[config.mk]
export PLATFORM = sky130hd
export DESIGN_NAME = oam_write_drain
export DESIGN_NICKNAME = d
export VERILOG_FILES = /design/src/rtl/oam_write_drain.sv
export SDC_FILE = /design/constraint.sdc
export NUM_CORES = 1
export LEC_CHECK = 0
export ABC_CLOCK_PERIOD_IN_PS = 11900
export BUFFER_PORTS_ARGS = -buffer_cell sky130_fd_sc_hd__clkbuf_2
export CAP_MARGIN = 5
export CORE_UTILIZATION = 40
export DETAILED_ROUTE_END_ITERATION = 16
export SYNTH_ARGS = -nofsm -noshare
export SYNTH_HDL_FRONTEND = slang
export SYNTH_SLANG_ARGS = --single-unit
[constraint.sdc]
create_clock -name clk -period 11.9 [get_ports clk]
set_input_delay 1.19 -clock clk [delete_from_list [all_inputs] [get_ports clk]]
set_output_delay 1.19 -clock clk [all_outputs]
set_load 0.01 [all_outputs]
[src/rtl/oam_write_drain.sv]
`timescale 1ns/1ps
// -----------------------------------------------------------------------------
// oam_write_drain
//
// Purpose:
//   This block responds to the CPU OAM write port. Every CPU write request
//   (address + data) is captured in a small FIFO. The block replays the queued
//   writes to the sprite OAM port only while the PPU reports vertical blank
//   and the OAM port is ready. The CPU therefore never competes with the PPU
//   for OAM during active display.
//
// Ports:
//   clk           in   1            system clock, rising edge
//   rst           in   1            asynchronous reset, active-low
//   cpu_oam_we    in   1            CPU OAM write request, one word per cycle
//   cpu_oam_addr  in   ADDR_W       CPU OAM word address
//   cpu_oam_data  in   DATA_W       CPU OAM write data
//   cpu_stall     out  1            FIFO full; CPU must hold its request
//   vblank        in   1            PPU vertical-blank window open
//   oam_ready     in   1            OAM port free this cycle
//   oam_we        out  1            registered OAM write strobe (1-cycle pulse)
//   oam_addr      out  ADDR_W       registered OAM address
//   oam_wdata     out  DATA_W       registered OAM data
//   pending       out  log2(DEPTH)+1 entries held in FIFO
//   overflow      out  1            sticky: a write was presented while full
//   clr_overflow  in   1            clears overflow (synchronous)
//   state_dbg     out  1            current drain FSM state (0 = IDLE, 1 = DRAIN)
//
// Handshake semantics:
//   CPU side : a word is accepted on a rising edge where cpu_oam_we=1 and
//              cpu_stall=0. cpu_stall is the inverse of ready and depends only
//              on the fill count. A word offered while cpu_stall=1 is dropped
//              and sets overflow. The CPU holds the word and retries it.
//   OAM side : a pop is committed on a rising edge where the FSM is in DRAIN,
//              vblank=1, oam_ready=1 and the FIFO is not empty. The popped word
//              shows up on oam_addr/oam_wdata with oam_we=1 for exactly one
//              cycle after that edge.
// -----------------------------------------------------------------------------
module oam_write_drain #(
  parameter int DEPTH  = 8,
  parameter int ADDR_W = 8,
  parameter int DATA_W = 32
) (
  input  logic                     clk,
  input  logic                     rst,
  input  logic                     cpu_oam_we,
  input  logic [ADDR_W-1:0]        cpu_oam_addr,
  input  logic [DATA_W-1:0]        cpu_oam_data,
  output logic                     cpu_stall,
  input  logic                     vblank,
  input  logic                     oam_ready,
  output logic                     oam_we,
  output logic [ADDR_W-1:0]        oam_addr,
  output logic [DATA_W-1:0]        oam_wdata,
  output logic [$clog2(DEPTH):0]   pending,
  output logic                     overflow,
  input  logic                     clr_overflow,
  output logic                     state_dbg
);

  localparam int PTR_W   = $clog2(DEPTH);
  localparam int CNT_W   = PTR_W + 1;
  localparam int ENTRY_W = ADDR_W + DATA_W;

  localparam logic [CNT_W-1:0] FULL_CNT = CNT_W'(DEPTH);

  // Drain FSM states
  localparam logic [0:0] IDLE  = 1'b0;
  localparam logic [0:0] DRAIN = 1'b1;

  // ---------------------------------------------------------------------------
  // Storage and bookkeeping
  // ---------------------------------------------------------------------------
  logic [ENTRY_W-1:0] mem [DEPTH];
  logic [PTR_W-1:0]   wr_ptr;
  logic [PTR_W-1:0]   rd_ptr;
  logic [CNT_W-1:0]   count;
  logic [0:0]         state_q;
  logic [0:0]         state_d;

  logic full;
  logic empty;
  logic push;
  logic pop;
  logic push_rejected;

  assign full  = (count == FULL_CNT);
  assign empty = (count == '0);

  // A push is refused whenever the FIFO is full at the start of the cycle.
  // This holds even if a pop frees a slot in the same cycle. Keeping
  // cpu_stall a pure function of the count avoids a combinational path
  // from vblank/oam_ready back to the CPU.
  assign push          = cpu_oam_we && !full;
  assign push_rejected = cpu_oam_we && full;

  // There is no bypass: pop only looks at entries already counted, so a word
  // pushed into an empty FIFO becomes poppable one cycle later.
  assign pop = (state_q == DRAIN) && vblank && oam_ready && !empty;

  assign cpu_stall = full;
  assign pending   = count;
  assign state_dbg = state_q;

  // ---------------------------------------------------------------------------
  // FIFO storage. The entry array has no reset: its contents are meaningful
  // only behind the pointers, and the pointers are reset.
  // ---------------------------------------------------------------------------
  always_ff @(posedge clk) begin
    if (push) begin
      mem[wr_ptr] <= {cpu_oam_addr, cpu_oam_data};
    end
  end

  // Pointers and occupancy. DEPTH is a power of two, so pointer wrap from
  // DEPTH-1 back to 0 is just natural overflow of the PTR_W-bit adder.
  always_ff @(posedge clk or negedge rst) begin
    if (!rst) begin
      wr_ptr <= '0;
      rd_ptr <= '0;
      count  <= '0;
    end else begin
      if (push) begin
        wr_ptr <= wr_ptr + PTR_W'(1);
      end
      if (pop) begin
        rd_ptr <= rd_ptr + PTR_W'(1);
      end
      case ({push, pop})
        2'b10:   count <= count + CNT_W'(1);
        2'b01:   count <= count - CNT_W'(1);
        default: count <= count;
      endcase
    end
  end

  // ---------------------------------------------------------------------------
  // Drain FSM
  //   IDLE  -> DRAIN when vblank and there is something queued.
  //   DRAIN -> IDLE  when vblank closes or the FIFO has run dry. A pop that
  //                  was registered at the previous edge still finishes,
  //                  because oam_we is already registered.
  // ---------------------------------------------------------------------------
  always_comb begin
    state_d = state_q;
    case (state_q)
      IDLE: begin
        if (vblank && !empty) begin
          state_d = DRAIN;
        end
      end
      DRAIN: begin
        if (!vblank || empty) begin
          state_d = IDLE;
        end
      end
      default: state_d = IDLE;
    endcase
  end

  always_ff @(posedge clk or negedge rst) begin
    if (!rst) begin
      state_q <= IDLE;
    end else begin
      state_q <= state_d;
    end
  end

  // ---------------------------------------------------------------------------
  // Registered OAM write port. Address and data hold their last value between
  // pops. Only oam_we marks a valid write.
  // ---------------------------------------------------------------------------
  always_ff @(posedge clk or negedge rst) begin
    if (!rst) begin
      oam_we    <= 1'b0;
      oam_addr  <= '0;
      oam_wdata <= '0;
    end else begin
      oam_we <= pop;
      if (pop) begin
        {oam_addr, oam_wdata} <= mem[rd_ptr];
      end
    end
  end

  // ---------------------------------------------------------------------------
  // Sticky overflow. Setting wins over clearing, so a refused write is never
  // lost when software clears the flag in that same cycle.
  // ---------------------------------------------------------------------------
  always_ff @(posedge clk or negedge rst) begin
    if (!rst) begin
      overflow <= 1'b0;
    end else if (push_rejected) begin
      overflow <= 1'b1;
    end else if (clr_overflow) begin
      overflow <= 1'b0;
    end
  end

endmodule

==> qor_table.md, run 1 <==
| Step | Result | This run |
|:---|:---|:---|
| status | Outcome | finished, final reports clean |
| timing | Worst setup margin | 8.648 ns |
| hold path | Hold crit path type | flip-flop to flip-flop |
| die | Row count | 68 |
| route | Post-route ant nets | 0 |
| die | Core area | 34540 sq um |
| timing | Count of final setup violators | 0 |
| place | Sum of net half-perimeters after detailed placement | 14180 um |
| setup path | Critical path data required time | 12.05 ns |
| route | Mean routed wirelength per cell | 21.10 um |
| clocking | Clock transition at the register clock pins on the worst setup and hold paths after CTS | 0.06 ns |
| hold path | Worst min-delay path endpoint | oam_wdata[29] |
| clocking | Number of clock sinks | 373 |
| clocking | Post-cts hold buffer count | 0 |
| layout | Number of nets in the final layout | 824 |
| hold path | Hold path cells | 2 |
| setup path | Worst path slowest cell | nor3_2 |
| timing | Time the final worst path needs with I/O delays and setup | 3.252 ns |
| global routing | Number of antenna violations at the first check in global routing | 2 |
| pwr | Power density over cell area | 242.8 nW/um^2 |
| logic synthesis | Net count after synthesis | 710 |
| global routing | Global-route wire length before repair | 41430 um |
| place | Number of buffers inserted by port buffering | 93 |
| route | First-iteration detailed-routing DRC count | 372 |
| job | Max-Cap Viols | 0 |
| global routing | Total global routing track utilization | 15.34% |
| timing | Highest clock rate | 307.5 MHz |
| die | Width of the chip | 189.5 um |
| logic synthesis | Yosys warning count | 0 |
| timing | Worst hold margin | 0.5248 ns |
| route | Vias per std cell | 5.083 |
| timing | Worst max-slew margin expressed relative to the limit | 25.40% |
| clocking | Worst-case clock buffer depth | 3 |
| logic synthesis | Count of distinct cell types in the synthesized netlist | 28 |
| timing | Hold Violations, Final | 0 |
| setup path | Type of the worst setup path | primary input to flip-flop |
| pwr | Worst supply voltage drop on vdd | 0.0001352 V |
| setup path | Worst r2r dst | mem[1][36] |
| clocking | TritonCTS clock tree | done |
| clocking | Root buf cell | clkbuf_16 |
| place | Worst Setup Slack post-DPL | 8.074 ns |
| timing | Pin slew with the least headroom to its limit | 1.113 ns |
| die | Starting density of the core | 40.72% |
| setup path | Number of cells traversed by the worst register-to-register path | 5 |
| setup path | Worst-case register-to-register setup slack | 8.77 ns |
| die | Boundary Pins | 94 |
| logic synthesis | Gate count after technology mapping | 659 |
| logic synthesis | Synthesized flop and latch total | 373 |
| place | Global placer's final weighted congestion | 0.6663 |
| setup path | Kind of cell with the highest combined delay on the critical path | simple AND/OR/NAND/NOR gates |
| clocking | H-Tree Depth | 2 |
| global routing | Grt total ovfl | 0 |
| layout | Final Instance Area | 16270 sq um |
| timing | RSZ-0062 raised after global routing | false |
| global routing | Pin count of the biggest net entering global routing | 87 |
| logic synthesis | Post-synthesis sequential area ratio | 77.74% |
| layout | Fraction of final layout cells sized beyond drive strength 1 | 31.38% |
| clocking | Number of cells upsized or downsized after cts | 0 |
| logic synthesis | Synth Cell Area | 14070 sq um |
| die | Die height | 189.5 um |
| clocking | CTS buffer count | 39 |
| timing | Clock skew | 0.01992 ns |
| logic synthesis | Mean post-synth cell area | 21.35 sq um |
| setup path | Max FO, Critical Path | 29 |
| route | Total routed wirelength | 26560 um |
| clocking | Clock latency on the worst-skew pair | 0.52 ns |
| layout | Area growth from synthesis to final layout | 15.68% |
| hold path | Source of the worst hold timing path | oam_wdata[29] |
| timing | Period Utilization, post-route | 27.33% |
| die | Die outline area | 35920 sq um |
| setup path | Startpoint of the worst register-to-register path | pending[0] |
| pwr | PnR Total Power | 3.951 mW |
| timing | Max-slew violations | 0 |
| setup path | Cell Chain, Critical Path | clkbuf_2, nor2b_1, nand2_1, nor3_2, buf_4 |
| route | Number of detailed-route iterations in the first pass | 4 |
| global routing | Via count of the first global-routing pass | 6884 |
| timing | Setup total negative slack | 0 ns |
| layout | Number of inserted filler cells in the final layout | 2916 |
| clocking | Post-CTS Setup Bufs | 0 |
| setup path | Data arrival time of the critical path | 3.40 ns |
| route | # DRC | 0 |
| setup path | Startpoint Class | primary input |
| setup path | Critical Path Max Stage Delay | 0.91 ns |
| route | Vias after detailed routing | 6400 |
| setup path | Endpoint class of the critical path | flip-flop |
| setup path | Buf/Inv on CP | 2 |
| place | Placed cell area | 15050 sq um |
| pwr | Leakage | 5.539 nW |
## flip-flops by register name, indices dropped and copies added (netlist names)
| name | flops |
|---|---|
| mem | 320 |
| oam_wdata | 32 |
| oam_addr | 8 |
| pending | 4 |
| rd_ptr | 3 |
| wr_ptr | 3 |
| oam_we | 1 |
| overflow | 1 |
| state_dbg | 1 |
## Yosys cell counts
cell,instances,share of area (%)
nand3_1,2,0.071
nand3b_1,1,0.053
nor2_1,48,1.3
nor3_1,3,0.11
xnor2_1,4,0.25
buf_2,18,0.64
a2111oi_0,1,0.062
mux4_2,80,13
mux2i_1,40,2.8
a21oi_1,41,1.5
buf_1,1,0.027
mux2_1,1,0.080
edfxtp_1,320,68
dfrtp_1,53,9.4
nor4b_1,1,0.062
nor4_2,1,0.089
xor2_1,4,0.25
nor4b_2,1,0.11
nor4_1,1,0.045
o21ai_0,1,0.036
clkbuf_1,3,0.080
nand2_1,10,0.27
nand2b_1,4,0.18
inv_1,2,0.053
ha_1,5,0.44
buf_6,10,0.80
nor2b_1,2,0.089
mux2_2,1,0.080
## where the power goes
group | switching, mW | total (mW) | internal, mW
clock | 0.480 | 1.16 | 0.676
sequential | 0.187 | 1.86 | 1.68
combinational | 0.465 | 0.931 | 0.466
## kinds of logic (layout without fill, tap and decap cells)
logic type	count (synthesis)	count (layout)	share of synthesized area (%)
flip-flops	373	373	77.74
AO/OA/AOI/OAI	43	43	1.557
buffers and inverters	34	178	1.601
XOR/XNOR	8	8	0.4980
adder cells (fa/ha/maj)	5	5	0.4447
AND/OR/NAND/NOR	74	74	2.348
multiplexers	122	122	15.81
other	0	1	0
## per-layer routing
metal  up-vias  GRT usage (%)  wire length [um]
met5         -              0                13
met4         2          4.001               510
met3        50          2.804              1434
met2       154          24.71             12690
met1      3294          21.58             11920
li1       2900              -                 -
## through the flow
| stage | util [%] | std cells |
|---|---|---|
| finish | 47.11 | 1259 |
| global route | 47.10 | 1258 |
| CTS | 47.10 | 1258 |
| detailed placement | 43.57 | 1187 |
| global placement | 43.57 | 1187 |
| floorplan | - | 659 |
## placed cells by master, fill, tap and decap left out, types with 2 or more instances in the layout
master,n
edfxtp_1,320
clkbuf_2,92
mux4_2,80
dfrtp_1,50
nor2_1,41
a21oi_1,41
mux2i_1,40
clkbuf_16,40
buf_4,13
clkbuf_1,12
nand2_1,10
nor2_4,7
clkinv_1,7
ha_1,5
xor2_1,4
nand2b_1,4
xnor2_1,4
clkinv_2,4
dfrtp_4,3
nand3_1,2
nor2b_1,2
inv_1,2
nor3_2,2
clkinvlp_4,2
clkbuf_8,2
bufinv_16,2
## area by class of cell
class                           instances  area [sq um]  area share [%]
Timing Repair Buffer                  105         558.0           3.429
Tap cell                              455         569.3           3.498
Antenna cell                            1         2.502         0.01538
Clock buffer                           54          1074           6.597
Clock inverter                         17         146.4          0.8996
Sequential cell                       373         10950           67.27
Multi-Input combinational cell        252          2969           18.25
Inverter                                2         7.507         0.04613
## how the worst max path moves through the flow
stage                     slack, ns  depth (start not counted)         end  startpoint
after global placement         8.11                          5  mem[1][16]  cpu_oam_we
after global routing           8.42                          5  mem[1][22]  cpu_oam_we
after detailed placement       8.07                          5  mem[1][17]  cpu_oam_we
final                          8.65                          5  mem[1][36]  cpu_oam_we
after CTS                      8.59                          5  mem[1][22]  cpu_oam_we
after floorplan                7.07                          3   mem[0][0]  cpu_oam_we
## worst register-to-register path, cell delays in order, from the launching register on
cell     delay (ns)
dfrtp_1        0.53
nor4b_2        0.12
nor2b_1        0.34
nand2_1        0.31
nor3_2         0.91
buf_4          0.57
No activity file was read; power rests on OpenSTA's default activity.
==> run 2, diff against run 1 <==
--- a/config.mk
+++ b/config.mk
@@ -5,7 +5,8 @@
 export SDC_FILE = /design/constraint.sdc
 export NUM_CORES = 1
 export LEC_CHECK = 0
-export ABC_CLOCK_PERIOD_IN_PS = 11900
+export ABC_AREA = 1
+export ABC_CLOCK_PERIOD_IN_PS = 3200
 export BUFFER_PORTS_ARGS = -buffer_cell sky130_fd_sc_hd__clkbuf_2
 export CAP_MARGIN = 5
 export CORE_UTILIZATION = 40
==> constraint.sdc (replaced) <==
create_clock -name clk -period 3.2 [get_ports clk]
set_input_delay 0.32 -clock clk [delete_from_list [all_inputs] [get_ports clk]]
set_output_delay 0.32 -clock clk [all_outputs]
set_load 0.01 [all_outputs]
==> run 2 against run 1 <==
Compared with the run above: cell count is 41% higher; sequential share of layout area is 2.8 points lower; synthesized cell count rose by 82%; combinational power increased to 4.8 times the previous value; clock power increased to 3.9 times the previous value; design area up 4.3%; largest power group unchanged.
==> qor_table.md, run 2 <==
| Step | Result | This run |
|:---|:---|:---|
| setup path | Max FO, Critical Path | 22 |
| pwr | Leakage | 6.337 nW |
| setup path | Critical path data required time | 3.42 ns |
| logic synthesis | Post-synthesis sequential area ratio | 74.26% |
| setup path | Worst r2r dst | mem[6][24] |
| die | Row count | 69 |
| logic synthesis | Count of distinct cell types in the synthesized netlist | 24 |
| layout | Largest Register | mem |
| layout | Number of nets in the final layout | 1337 |
| setup path | Worst-case register-to-register setup slack | 0.82 ns |
| setup path | End point of the critical path | mem[6][24] |
| logic synthesis | Gate count after technology mapping | 1201 |
| logic synthesis | Yosys warning count | 0 |
| clocking | Post-CTS Setup Bufs | 0 |
| layout | Flip-flop count of the largest register after layout | 320 |
| place | Global placer's final weighted congestion | 0.7547 |
| setup path | Endpoint class of the critical path | flip-flop |
| die | Starting density of the core | 41.00% |
| pwr | Power density over cell area | 910.5 nW/um^2 |
| logic synthesis | Primary flip-flop cell chosen by synthesis mapping | edfxtp_1 |
| layout | Registers with the most flip-flops | mem (320), oam_wdata (32), oam_addr (8) |
| clocking | Clock latency on the worst-skew pair | 0.51 ns |
| die | Core area | 35910 sq um |
| route | Mean routed wirelength per cell | 18.48 um |
| layout | Most used cells in the layout excluding fill and tap cells | edfxtp_1 (320), nor2_1 (243), nand2_1 (145), nand3_1 (126), o21ai_0 (101) |
| route | # DRC | 0 |
| timing | Highest clock rate | 420.6 MHz |
| timing | Clock skew | 0.009646 ns |
| logic synthesis | Net count after synthesis | 1252 |
| die | Die height | 193.9 um |
| setup path | Startpoint of the most critical setup path | pending[0] |
| global routing | Met3 Resource Use GR | 2.522% |
| clocking | CTS buffer count | 39 |
| logic synthesis | Post-synth top area share | 65.26% |
| global routing | Total global routing track utilization | 17.73% |
| clocking | H-Tree Depth | 2 |
| pwr | Worst supply voltage drop on vdd | 0.0006455 V |
| timing | Period Utilization, post-route | 74.30% |
| hold path | Hold crit path type | primary input to flip-flop |
| timing | Worst max-slew margin expressed relative to the limit | 38.74% |
| logic synthesis | FFs w/ async S/R, synth | 14.21% |
| logic synthesis | Mean post-synth cell area | 12.26 sq um |
| setup path | Startpoint Class | flip-flop |
| layout | Number of inserted filler cells in the final layout | 3173 |
| clocking | Number of cells upsized or downsized after cts | 0 |
| timing | RSZ-0062 raised after global routing | false |
| place | Worst Setup Slack post-DPL | 0.8171 ns |
| layout | Commonest non-fill, non-tap cell in the layout | edfxtp_1 |
| global routing | Pin count of the biggest net entering global routing | 203 |
| timing | Worst hold margin | 0.03486 ns |
| timing | Time the final worst path needs with I/O delays and setup | 2.378 ns |
| timing | Count of final setup violators | 0 |
| timing | Max-slew violations | 0 |
| clocking | Clock transition at the register clock pins on the worst setup and hold paths after CTS | 0.06 ns |
| place | Number of buffers inserted by port buffering | 93 |
| global routing | Top Usage Layer GRT | met2 |
| timing | Pin slew with the least headroom to its limit | 0.9176 ns |
| layout | Number of cells in the finished layout apart from fillers | 1777 |
| logic synthesis | Synthesized flop and latch total | 373 |
| logic synthesis | Synth Cell Area | 14730 sq um |
| logic synthesis | Top-count cell post-synth | edfxtp_1 |
| global routing | GR met1 Demand/Resource | 23.63% |
| job | Max-Cap Viols | 0 |
| route | Post-route ant nets | 0 |
| route | Vias per std cell | 5.069 |
| setup path | Number of cells traversed by the worst register-to-register path | 6 |
| setup path | Startpoint of the worst register-to-register path | pending[0] |
| die | Boundary Pins | 94 |
| route | First-iteration detailed-routing DRC count | 711 |
| die | Width of the chip | 193.9 um |
| die | Die outline area | 37590 sq um |
| global routing | Grt total ovfl | 0 |
| global routing | Via count of the first global-routing pass | 8956 |
| timing | Worst setup margin | 0.8223 ns |
| clocking | Root buf cell | clkbuf_16 |
| setup path | Type of the worst setup path | flip-flop to flip-flop |
| global routing | Met2 Track Usage GR | 29.71% |
| route | Number of detailed-route iterations in the first pass | 5 |
| route | Total routed wirelength | 32840 um |
| global routing | Global-route wire length before repair | 51740 um |
| layout | Fraction of final layout cells sized beyond drive strength 1 | 14.07% |
| logic synthesis | Top cells by area, synth | edfxtp_1 (65%), dfrtp_1 (9.0%), nor2_1 (6.4%) |
| place | Sum of net half-perimeters after detailed placement | 18610 um |
| status | Outcome | finished, final reports clean |
| route | Vias after detailed routing | 9008 |
| logic synthesis | Library cell with the largest summed area after synthesis | edfxtp_1 |
| layout | Fraction of the core area covered by cells at the end of the flow | 47.26% |
| layout | Area growth from synthesis to final layout | 15.27% |
| place | Placed Cells incl. Taps | 1704 |
| setup path | Data arrival time of the critical path | 2.59 ns |
| clocking | Worst-case clock buffer depth | 3 |
| global routing | Number of antenna violations at the first check in global routing | 1 |
| clocking | TritonCTS clock tree | done |
| clocking | Number of clock sinks | 373 |
| logic synthesis | Number of flops mapped to enable cells by yosys | 320 |
| logic synthesis | Ranking of synthesized cells by instance count | edfxtp_1 (320), nor2_1 (251), nand2_1 (145) |
| timing | Setup total negative slack | 0 ns |
| timing | Hold Violations, Final | 0 |
-- run 2: logic make-up after synthesis --
family | Yosys count | synth area share, %
simple gates | 526 | 14.55
flops | 373 | 74.26
compound gates | 167 | 6.475
buf+inv | 125 | 3.994
xor+xnor | 5 | 0.2974
fa+ha+maj | 5 | 0.4248
-- run 2: per-layer routing --
layer / part of all wire (%) / vias up
met5: 0 / -
met4: 2.5 / 0
met3: 3.1 / 51
met2: 49 / 150
met1: 45 / 4438
li1: - / 4369
-- run 2: through the flow --
step	power, mW	area (sq um)
after floorplan	9.696	14730
after global placement	10.99	15670
after detailed placement	11.08	15670
after CTS	15.63	16970
after global routing	16.40	16970
final	15.46	16970
-- run 2: where the power goes --
group	leakage (nW)	switching, mW	total (mW)	internal (mW)
Combinational	2.15	3.06	4.44	1.38
Clock	0.624	1.76	4.53	2.77
Sequential	3.56	0.302	6.48	6.18
Total	6.34	5.12	15.5	10.3
-- run 2: how the worst min path moves through the flow --
stage / startpoint / end / slack (ns) / cells after the start
after floorplan: rst / oam_addr[0] / 0.02 / 0
after global placement: rst / oam_we / 0.44 / 1
after detailed placement: oam_wdata[13] / oam_wdata[13] / 0.47 / 2
after CTS: cpu_oam_we / overflow / 0.02 / 3
after global routing: cpu_oam_we / overflow / 0.04 / 3
final: cpu_oam_we / overflow / 0.03 / 3
-- run 2: cell type report --
cell class | count | area, sq um | share of cell area (%)
antenna | 1 | 2.502 | 0.01474
clock inverter | 15 | 197.7 | 1.165
sequential | 373 | 10940 | 64.46
inverter | 55 | 211.5 | 1.246
multi-input combinational | 703 | 3262 | 19.22
clock buffer | 55 | 1089 | 6.413
timing repair buffer | 114 | 693.2 | 4.084
tap | 461 | 576.8 | 3.398
-- run 2: critical path, cell delays in order (launching register included) --
cell and delay [ns]:
dfrtp_1 0.44, nor2_2 0.09, nand3_1 0.10, nand2_1 0.14
or2_2 0.42, nor2_4 0.61, buf_12 0.26
-- run 2: what timing repair did --
| action | CTS | global route |
|---|---|---|
| setup endpoints to repair | 0 | 0 |
| endpoints found under the hold margin | 54 | 0 |
| hold buffers | 2 | 0 |
==> run 3, diff against run 2 <==
--- a/config.mk
+++ b/config.mk
@@ -5,8 +5,8 @@
 export SDC_FILE = /design/constraint.sdc
 export NUM_CORES = 1
 export LEC_CHECK = 0
-export ABC_AREA = 1
-export ABC_CLOCK_PERIOD_IN_PS = 3200
+export ABC_AREA = 0
+export ABC_CLOCK_PERIOD_IN_PS = 2270
 export BUFFER_PORTS_ARGS = -buffer_cell sky130_fd_sc_hd__clkbuf_2
 export CAP_MARGIN = 5
 export CORE_UTILIZATION = 40
==> constraint.sdc (replaced) <==
create_clock -name clk -period 2.27 [get_ports clk]
set_input_delay 0.227 -clock clk [delete_from_list [all_inputs] [get_ports clk]]
set_output_delay 0.227 -clock clk [all_outputs]
set_load 0.01 [all_outputs]
==> run 3 against run 2 <==
Compared with the run above: register-to-register slack worse by 0.78 ns; combinational power up 28%; worst setup slack lost 0.78 ns.
==> qor_table.md, run 3 (synthesis results as in run 1) <==
| Step | Result | This run |
|:---|:---|:---|
| layout | Registers with the most flip-flops | mem (320), oam_wdata (32), oam_addr (8) |
| die | Starting density of the core | 40.72% |
| layout | Area growth from synthesis to final layout | 22.43% |
| route | # DRC | 0 |
| setup path | Data arrival time of the critical path | 2.61 ns |
| die | Row count | 68 |
| clocking | Worst-case clock buffer depth | 3 |
| setup path | Startpoint Class | flip-flop |
| route | Total routed wirelength | 27950 um |
| place | Global placer's final weighted congestion | 0.6914 |
| place | Worst Setup Slack post-DPL | -0.1579 ns |
| layout | Flip-flop count of the largest register after layout | 320 |
| timing | Setup total negative slack | 0 ns |
| route | Vias after detailed routing | 6682 |
| layout | Final Instance Area | 17220 sq um |
| place | Number of buffers inserted by port buffering | 93 |
| setup path | Critical path data required time | 2.65 ns |
| global routing | Number of antenna violations at the first check in global routing | 1 |
| die | Die height | 189.5 um |
| timing | Max-slew violations | 0 |
| setup path | Most repeated library cell on the critical path | xor2_1 |
| die | Core area | 34540 sq um |
| setup path | Worst path slowest cell | dfrtp_2 |
| status | Outcome | finished, final reports clean |
| hold path | Worst min-delay path endpoint | mem[4][13] |
| layout | Fraction of final layout cells sized beyond drive strength 1 | 32.75% |
| timing | Count of final setup violators | 0 |
| setup path | Startpoint of the worst register-to-register path | pending[1] |
| place | Placed Cells incl. Taps | 1203 |
| place | Placed cell area | 15440 sq um |
| global routing | Global-route wire length before repair | 43200 um |
| timing | Worst max-slew margin expressed relative to the limit | 50.91% |
| hold path | Hold path cells | 1 |
| setup path | Number of cells traversed by the worst register-to-register path | 9 |
| setup path | Max FO, Critical Path | 8 |
| timing | Clock skew | 0.01415 ns |
| layout | Fraction of the core area covered by cells at the end of the flow | 49.86% |
| setup path | Type of the worst setup path | flip-flop to flip-flop |
| hold path | Source of the worst hold timing path | cpu_oam_data[13] |
| die | Width of the chip | 189.5 um |
| route | Number of detailed-route iterations in the first pass | 4 |
| die | Die outline area | 35920 sq um |
| timing | Pin slew with the least headroom to its limit | 0.7363 ns |
| clocking | Number of clock sinks | 373 |
| route | Post-route ant nets | 0 |
| global routing | Via count of the first global-routing pass | 7326 |
| hold path | Hold crit path type | primary input to flip-flop |
| pwr | PnR Total Power | 21.72 mW |
| layout | Number of cells in the finished layout apart from fillers | 1320 |
| timing | Worst setup margin | 0.04217 ns |
| clocking | Clock transition at the register clock pins on the worst setup and hold paths after CTS | 0.06 ns |
| timing | Worst hold margin | 0.02248 ns |
| layout | Most used cells in the layout excluding fill and tap cells | edfxtp_1 (320), clkbuf_2 (92), mux4_2 (80), dfrtp_1 (47) |
| global routing | Pin count of the biggest net entering global routing | 63 |
| route | Mean routed wirelength per cell | 21.17 um |
| pwr | Power density over cell area | 1261 nW/um^2 |
| layout | Largest Register | mem |
| route | First-iteration detailed-routing DRC count | 319 |
| layout | Number of nets in the final layout | 885 |
| clocking | Root buf cell | clkbuf_16 |
| setup path | Critical Path Max Stage Delay | 0.48 ns |
| route | Vias per std cell | 5.062 |
| setup path | Worst-case register-to-register setup slack | 0.04 ns |
| clocking | TritonCTS clock tree | done |
| layout | Commonest non-fill, non-tap cell in the layout | edfxtp_1 |
| timing | Time the final worst path needs with I/O delays and setup | 2.228 ns |
| clocking | Clock latency on the worst-skew pair | 0.51 ns |
| pwr | Worst supply voltage drop on vdd | 0.0007978 V |
| pwr | Leakage | 5.934 nW |
| timing | Highest clock rate | 448.9 MHz |
| setup path | Worst r2r dst | pending[2] |
| timing | Hold Violations, Final | 0 |
| global routing | Total global routing track utilization | 16.19% |
| setup path | Cell Chain, Critical Path | nor4_4, nor2_4, ha_1, xor2_1, ha_1, a21oi_2, xor2_1, nor2_1, xor2_1 |
| die | Boundary Pins | 94 |
| clocking | CTS buffer count | 39 |
| place | Sum of net half-perimeters after detailed placement | 15980 um |
| timing | Period Utilization, post-route | 98.14% |
| setup path | Endpoint class of the critical path | flip-flop |
| job | Max-Cap Viols | 0 |
| clocking | H-Tree Depth | 2 |
| global routing | Grt total ovfl | 0 |
==> run 3: cell count changes in the layout (fill, tap and decap cells not counted), sizes merged, moves of 3 or more <==
cell / previous run / this run
mux4: 0 / 80
inv: 55 / 3
nand3: 126 / 2
nor3: 0 / 3
o211ai: 40 / 0
mux2i: 0 / 40
nand2: 145 / 10
nor2: 252 / 48
buf: 20 / 34
a21oi: 1 / 41
nand2b: 0 / 4
dlygate4sd3: 2 / 40
o21ai: 124 / 1
==> run 3: where the power goes <==
| part | leakage, nW | total, mW | switching (mW) | internal [mW] |
|---|---|---|---|---|
| logic | 1.80 | 5.69 | 2.82 | 2.87 |
| registers | 3.50 | 9.57 | 0.776 | 8.80 |
| clock network | 0.635 | 6.46 | 2.45 | 4.01 |
==> run 3: worst max-delay path: cells and delay by family, from the launching register on <==
family                     cells  cell delay, ns
DFF                            1            0.48
xor gates and xnor gates       3            0.54
and+or+nand+nor                3            0.53
adders and majority gates      2            0.43
AOI/OAI and AO/OA              1            0.13
==> run 3: worst max path at each step <==
stage                          start    endpoint  slack (ns)  cells past startpoint
final                     pending[1]  pending[2]        0.04                      9
after CTS                 pending[0]  pending[2]        0.01                      9
after global placement    pending[1]  pending[2]        0.12                      9
after detailed placement  pending[1]  pending[3]       -0.16                      9
after global routing      pending[1]  pending[2]       -0.02                      9
after floorplan           pending[3]   mem[4][0]       -0.20                      4
==> run 3: cell type report <==
type	instances	area, sq um
Fill cell	2831	17320
Clock buffer	55	1119
Clock inverter	16	209.0
Inverter	2	7.507
Tap cell	455	569.3
Timing Repair Buffer	166	1354
Antenna cell	1	2.502
Multi-Input combinational cell	252	3012
Sequential cell	373	10950
==> run 3: layer usage <==
metal	vias up	part of all wire [%]	GRT usage (%)	wire (um)
met3	48	4.0	2.509	1127
met1	3454	42	20.58	11660
li1	3031	-	-	-
met2	149	52	28.67	14590
met4	0	2.0	4.653	569
met5	-	0	0	0
==> run 3: repair_timing <==
action / 4_1_cts / 5_1_grt
endpoints found under the hold margin: 313 / 0
setup buffers: 3 / 2
setup endpoints to repair: 2 / 2
pin swaps: 3 / 3
resized for setup: 3 / 2
hold buffers: 40 / 0
